$ cat src/rtl/spm_ctrl_pkg.sv
// spm_ctrl_pkg: shared types and helpers for the spm sequencer.
//   spm_ctrl_state_t : controller state (IDLE, RUN, DONE)
//   cnt_width()      : bits needed to count 0 .. 2*size inclusive
package spm_ctrl_pkg;

  typedef enum logic [1:0] {
    IDLE = 2'd0,
    RUN  = 2'd1,
    DONE = 2'd2
  } spm_ctrl_state_t;

  // clog2(2*size+1), written out so it stays a plain constant function
  function automatic int cnt_width(input int size);
    int v;
    int w;
    v = 2 * size + 1;
    w = 0;
    for (int i = 0; i < 31; i++)
      if ((1 << i) < v) w = i + 1;
    return w;
  endfunction

endpackage

$ cat src/rtl/spm.sv
// spm: signed serial-parallel multiplier.
//   Parameter size : width of parallel operand x.
//   clk, rst       : posedge clock, async active-high reset
//   ld             : synchronous clear of all internal state (hold while idle)
//   x   [size-1:0] : parallel multiplicand, two's complement, held stable
//   y              : serial multiplier bit, LSB first, sign-extended stream
//   p              : serial product bit, registered; bit k of the product
//                    appears the cycle after y bit k was presented
// Each cycle the running partial sum absorbs x (if y=1), emits its LSB as a
// product bit and shifts right arithmetically. Because the y stream is
// sign-extended, 2*size cycles produce the full two's-complement product.
module spm #(
  parameter int size = 32
) (
  input  logic            clk,
  input  logic            rst,
  input  logic            ld,
  input  logic [size-1:0] x,
  input  logic            y,
  output logic            p
);

  // Two guard bits: |acc| never exceeds |x|, and acc + x needs one more.
  localparam int AW = size + 2;

  logic signed [AW-1:0] acc;
  logic signed [AW-1:0] sum;
  logic signed [AW-1:0] x_ext;

  assign x_ext = AW'($signed(x));

  always_comb begin
    sum = acc;
    if (y) sum = acc + x_ext;
  end

  always_ff @(posedge clk or posedge rst) begin
    if (rst) begin
      acc <= '0;
      p   <= 1'b0;
    end else if (ld) begin
      acc <= '0;
      p   <= 1'b0;
    end else begin
      p   <= sum[0];
      acc <= sum >>> 1;
    end
  end

endmodule

$ cat src/rtl/spm_ctrl.sv
// spm_ctrl: sequencer around the serial-parallel multiplier spm.
//   Parameter SIZE : operand width (>= 2)
//   clk, rst       : posedge clock, async active-high reset (shared with spm)
//   in_valid/in_ready, in_x, in_y : operand handshake (in_ready high in IDLE)
//   out_valid/out_ready, out_p    : 2*SIZE-bit signed product handshake
//   busy           : high in RUN or DONE
//   abort          : cancel request, only when SPM_CTRL_ABORT_EN is defined
// Optional feature macro: SPM_CTRL_ABORT_EN (adds abort port and behaviour).
// After accept, RUN feeds y LSB first for 2*SIZE+1 cycles (cnt 0..2*SIZE);
// spm's registered output lags one cycle, so product bits are captured from
// cnt=1 onward, shifting in at the MSB end of p_q.
module spm_ctrl
  import spm_ctrl_pkg::*;
#(
  parameter int SIZE = 32
) (
  input  logic              clk,
  input  logic              rst,
  input  logic              in_valid,
  output logic              in_ready,
  input  logic [SIZE-1:0]   in_x,
  input  logic [SIZE-1:0]   in_y,
  output logic              out_valid,
  input  logic              out_ready,
  output logic [2*SIZE-1:0] out_p,
`ifdef SPM_CTRL_ABORT_EN
  input  logic              abort,
`endif
  output logic              busy
);

  localparam int CW = cnt_width(SIZE);
  localparam logic [CW-1:0] LAST = CW'(2 * SIZE);

  spm_ctrl_state_t   state;
  logic [CW-1:0]     cnt;
  logic [SIZE-1:0]   x_q;
  logic [SIZE-1:0]   y_q;
  logic [2*SIZE-1:0] p_q;
  logic              ld_q;
  logic              in_ready_q;
  logic              out_valid_q;
  logic              busy_q;
  logic              spm_p;
  logic              abort_req;

`ifdef SPM_CTRL_ABORT_EN
  assign abort_req = abort;
`else
  assign abort_req = 1'b0;
`endif

  assign in_ready  = in_ready_q;
  assign out_valid = out_valid_q;
  assign busy      = busy_q;
  assign out_p     = p_q;

  always_ff @(posedge clk or posedge rst) begin
    if (rst) begin
      state       <= IDLE;
      cnt         <= '0;
      x_q         <= '0;
      y_q         <= '0;
      p_q         <= '0;
      ld_q        <= 1'b1;
      in_ready_q  <= 1'b1;
      out_valid_q <= 1'b0;
      busy_q      <= 1'b0;
    end else begin
      case (state)
        IDLE: begin
          // abort is meaningless here; a pending operand is taken normally
          if (in_valid && in_ready_q) begin
            state      <= RUN;
            x_q        <= in_x;
            y_q        <= in_y;
            cnt        <= '0;
            p_q        <= '0;
            ld_q       <= 1'b0;
            in_ready_q <= 1'b0;
            busy_q     <= 1'b1;
          end
        end
        RUN: begin
          if (abort_req) begin
            state      <= IDLE;
            ld_q       <= 1'b1;
            in_ready_q <= 1'b1;
            busy_q     <= 1'b0;
          end else begin
            // arithmetic shift keeps feeding the sign bit past bit SIZE-1
            y_q <= {y_q[SIZE-1], y_q[SIZE-1:1]};
            if (cnt != '0) p_q <= {spm_p, p_q[2*SIZE-1:1]};
            cnt <= cnt + 1'b1;
            if (cnt == LAST) begin
              state       <= DONE;
              ld_q        <= 1'b1;
              out_valid_q <= 1'b1;
            end
          end
        end
        DONE: begin
          // abort wins over a simultaneous handshake: product not delivered
          if (abort_req || out_ready) begin
            state       <= IDLE;
            out_valid_q <= 1'b0;
            in_ready_q  <= 1'b1;
            busy_q      <= 1'b0;
          end
        end
        default: begin
          state       <= IDLE;
          ld_q        <= 1'b1;
          in_ready_q  <= 1'b1;
          out_valid_q <= 1'b0;
          busy_q      <= 1'b0;
        end
      endcase
    end
  end

  spm #(
    .size(SIZE)
  ) u_spm (
    .clk (clk),
    .rst (rst),
    .ld  (ld_q),
    .x   (x_q),
    .y   (y_q[0]),
    .p   (spm_p)
  );

endmodule
$ cat config.mk
export PLATFORM = sky130hd
export DESIGN_NAME = spm_ctrl
export DESIGN_NICKNAME = d
export VERILOG_FILES = /design/src/rtl/spm_ctrl_pkg.sv /design/src/rtl/spm.sv /design/src/rtl/spm_ctrl.sv
export SDC_FILE = /design/constraint.sdc
export NUM_CORES = 1
export LEC_CHECK = 0
export ABC_AREA = 0
export BUFFER_PORTS_ARGS = -buffer_cell sky130_fd_sc_hd__buf_2
export CAP_MARGIN = 5
export CORE_MARGIN = 4
export CORE_UTILIZATION = 32
export CTS_CLUSTER_DIAMETER = 30
export DETAILED_ROUTE_END_ITERATION = 10
export PLACE_DENSITY_LB_ADDON = 0.25
export SLEW_MARGIN = 10
export SYNTH_ARGS = -nofsm -noshare
export SYNTH_HDL_FRONTEND = slang
export SYNTH_SLANG_ARGS = --single-unit
export TNS_END_PERCENT = 5
$ cat constraint.sdc
create_clock -name clk -period 6.1 [get_ports clk]
set_clock_uncertainty 0.1 [all_clocks]
set_input_delay 0.915 -clock clk [delete_from_list [all_inputs] [get_ports clk]]
set_output_delay 0.915 -clock clk [all_outputs]
set_load 0.02 [all_outputs]
==> out/metrics.cfg <==
[final_layout]
multi_input_area_sq_um = 4260
mostFrequentLayoutCell = nand2_1
stdcell_area_sq_um = 10510
seq_area_sq_um = 4382
drive_gt1_share_pct = 18.13
layout_common_cells = nand2_1, dfrtp_1, buf_2
fin_util_pct = 38.67
fin_nets = 1211
finalNonFillerCells = 1493
fillers = 2845
area_growth_pct = 17.88

[setup_path]
cp_max_fo = 3
path_class = flop to flop
start_kind = flop
arrival_ps = 3050
critPathCaptureType = flop
crit_required_ps = 6340

[min_path]
hold_class = flop to flop

[grt]
grt_max_degree = 102
grt_pass1_wl_microns = 37600
grtUsageMet3_pct = 3.310
use_met1_pct = 20.84
grt_pass1_vias = 7240
busiest_layer = met2
overflow = 0
grt_usage_pct = 14.81
met2_usage_pct = 23.46
antenna_found_initial = 2

[sta]
drv_slew = 0
tightest_slew_ps = 1120
final_hold_viol_count = 0
final.min_clock_period_ps = 2818
max_freq_ghz = 0.3548
maxSlewHeadroom_pct = 25.33
rsz0062_at_grt = false
setup_viol = 0
fin_crit_sh_pct = 46.20
fin_setup_tns_ps = 0

[placement]
dpl.cell_count = 1460
post_dp_cell_area_sq_um = 9896
gp_congestion = 0.8500
port_buffers = 134
place_hpwl_microns = 14980

[clock_network]
cts_root_buf = clkbuf_16
hold_buffers = 0
clk_path_buf_depth = 2
clk_latency_ps = 440
clock-sinks = 175
clk_pin_slew_ps = 80
post_cts_buffers = 0
cts_resized = 0
htree_levels = 4
numCtsBuffers = 17
cts_tree = yes

[synthesis]
synth_flop_cell = dfrtp_1
synth-seq-cells = 175
synth_edf_count = 0
postSynthAreaPerCell_sq_um = 8.915
synthesis.nets = 1104
synth-seq-area-share_pct = 49.15
ys_warn_count = 0
synth-async-reset-ratio_pct = 100.0
synth_cells = 1000
ys_types = 70
syn-cell-area_sq_um = 8915

[drt]
wl_microns = 22490
antenna_left = 0
first_iter_violations = 570
vias_per_cell = 4.868
wl_per_cell_microns = 15.07
dr.pass1.iters = 5
drc = 0
via_count = 7268

[floorplan]
ios = 135
die-area_sq_um = 30590
dieWidth_microns = 174.9
coreArea_sq_um = 27180
start_util_pct = 32.80
die_height_microns = 174.9
fp-row-count = 60

[power]
total_power_mw = 4.937
p_per_area_nw_per_um2 = 469.8
power.leakage_nw = 5.545
ir_drop_mv = 0.2126

[run_status]
status = finished, final reports clean

[run]
maxCapViolations = 0

## worst max-delay path: stages, from the launching register on
cell     delay (ps)
dfrtp_1         380
ha_1            230
fa_1            410
a21oi_1         280
nor3_1          120
o211a_1         280
o41ai_4         380
nor4_2           70
mux2_1          330
o22ai_1         120
## cell type report
cell class                      instances  area share [%]
Timing Repair Buffer                  143           7.025
Multi-Input combinational cell        758           40.54
Tap cell                              372           4.429
Sequential cell                       175           41.70
Clock buffer                           17           4.048
Inverter                               12          0.4762
Clock inverter                         15           1.762
Antenna cell                            1         0.02381
## registers in the layout, indices dropped and copies added (netlist names)
name / count
busy: 1
cnt: 7
in_ready: 1
ld_q: 1
out_p: 64
out_valid: 1
state: 2
u_spm.acc: 33
u_spm.p: 1
x_q: 32
y_q: 32
## synthesized netlist by cell type, drive strengths merged, types with 2 or more instances
library cell | number | area [sq um]
nand2 | 338 | 1274
a22o | 2 | 17.52
o31ai | 6 | 45.04
or4 | 2 | 15.01
o211ai | 7 | 57.55
ha | 35 | 437.9
o21bai | 2 | 15.01
o22ai | 2 | 12.51
nand3 | 78 | 395.4
a211oi | 4 | 30.03
o2bb2ai | 2 | 17.52
xor2 | 14 | 122.6
a22oi | 31 | 232.7
a31oi | 6 | 43.79
nor3 | 10 | 50.05
nor3b | 3 | 27.52
nand2b | 4 | 25.02
o21ai | 38 | 190.2
nor4 | 5 | 43.79
a21o | 16 | 120.1
a21oi | 39 | 221.5
buf | 7 | 47.55
xnor2 | 10 | 87.58
or3 | 3 | 18.77
a21boi | 2 | 15.01
nor2b | 4 | 25.02
dfrtp | 173 | 4329
dfstp | 2 | 52.55
clkbuf | 48 | 210.2
and2 | 3 | 18.77
mux2i | 12 | 120.1
nor2 | 44 | 165.2
nand4 | 8 | 50.05
and3 | 4 | 26.28
inv | 12 | 45.04
o21a | 2 | 15.01
a211o | 2 | 17.52
nand3b | 3 | 22.52
## layer usage
metal,vias up,routed length [microns]
met5,-,13
met4,2,273
li1,3639,-
met1,3471,10970
met3,19,903
met2,137,10330
## worst paths after layout
kind	start	endpoint	slack, ps	depth (start not counted)
worst max-delay path	u_spm.acc[0]	u_spm.acc[29]	3280	9
worst min-delay path	y_q[17]	y_q[17]	380	2
worst max register to register	u_spm.acc[0]	u_spm.acc[29]	3280	9
worst min register to register	y_q[17]	y_q[17]	380	2
max in group asynchronous	rst	out_p[5]	4150	3
min in group asynchronous	rst	out_p[54]	550	2
## logic make-up after synthesis
kind of cell | after synthesis | share of synthesized area [%]
XOR/XNOR | 24 | 2.358
buffers and inverters | 67 | 3.396
adder cells (fa/ha/maj) | 36 | 5.137
flip-flops | 175 | 49.15
multiplexers | 13 | 1.474
AO/OA/AOI/OAI | 173 | 13.82
AND/OR/NAND/NOR | 512 | 24.66
## report_power, final
group	leakage, nW	total [mW]	switching [mW]	internal (mW)
Sequential	2.34	1.88	0.321	1.56
Combinational	2.92	1.94	1.27	0.675
Clock	0.293	1.12	0.559	0.559
## through the flow
step	setup WS, ps	hold slack [ps]
after detailed placement	3194	363.1
final	3282	382.5
after global routing	3094	391.5
after floorplan	343.1	314.3
after CTS	3292	383.0
after global placement	3239	359.3
Power figures use the tool's default switching activity.
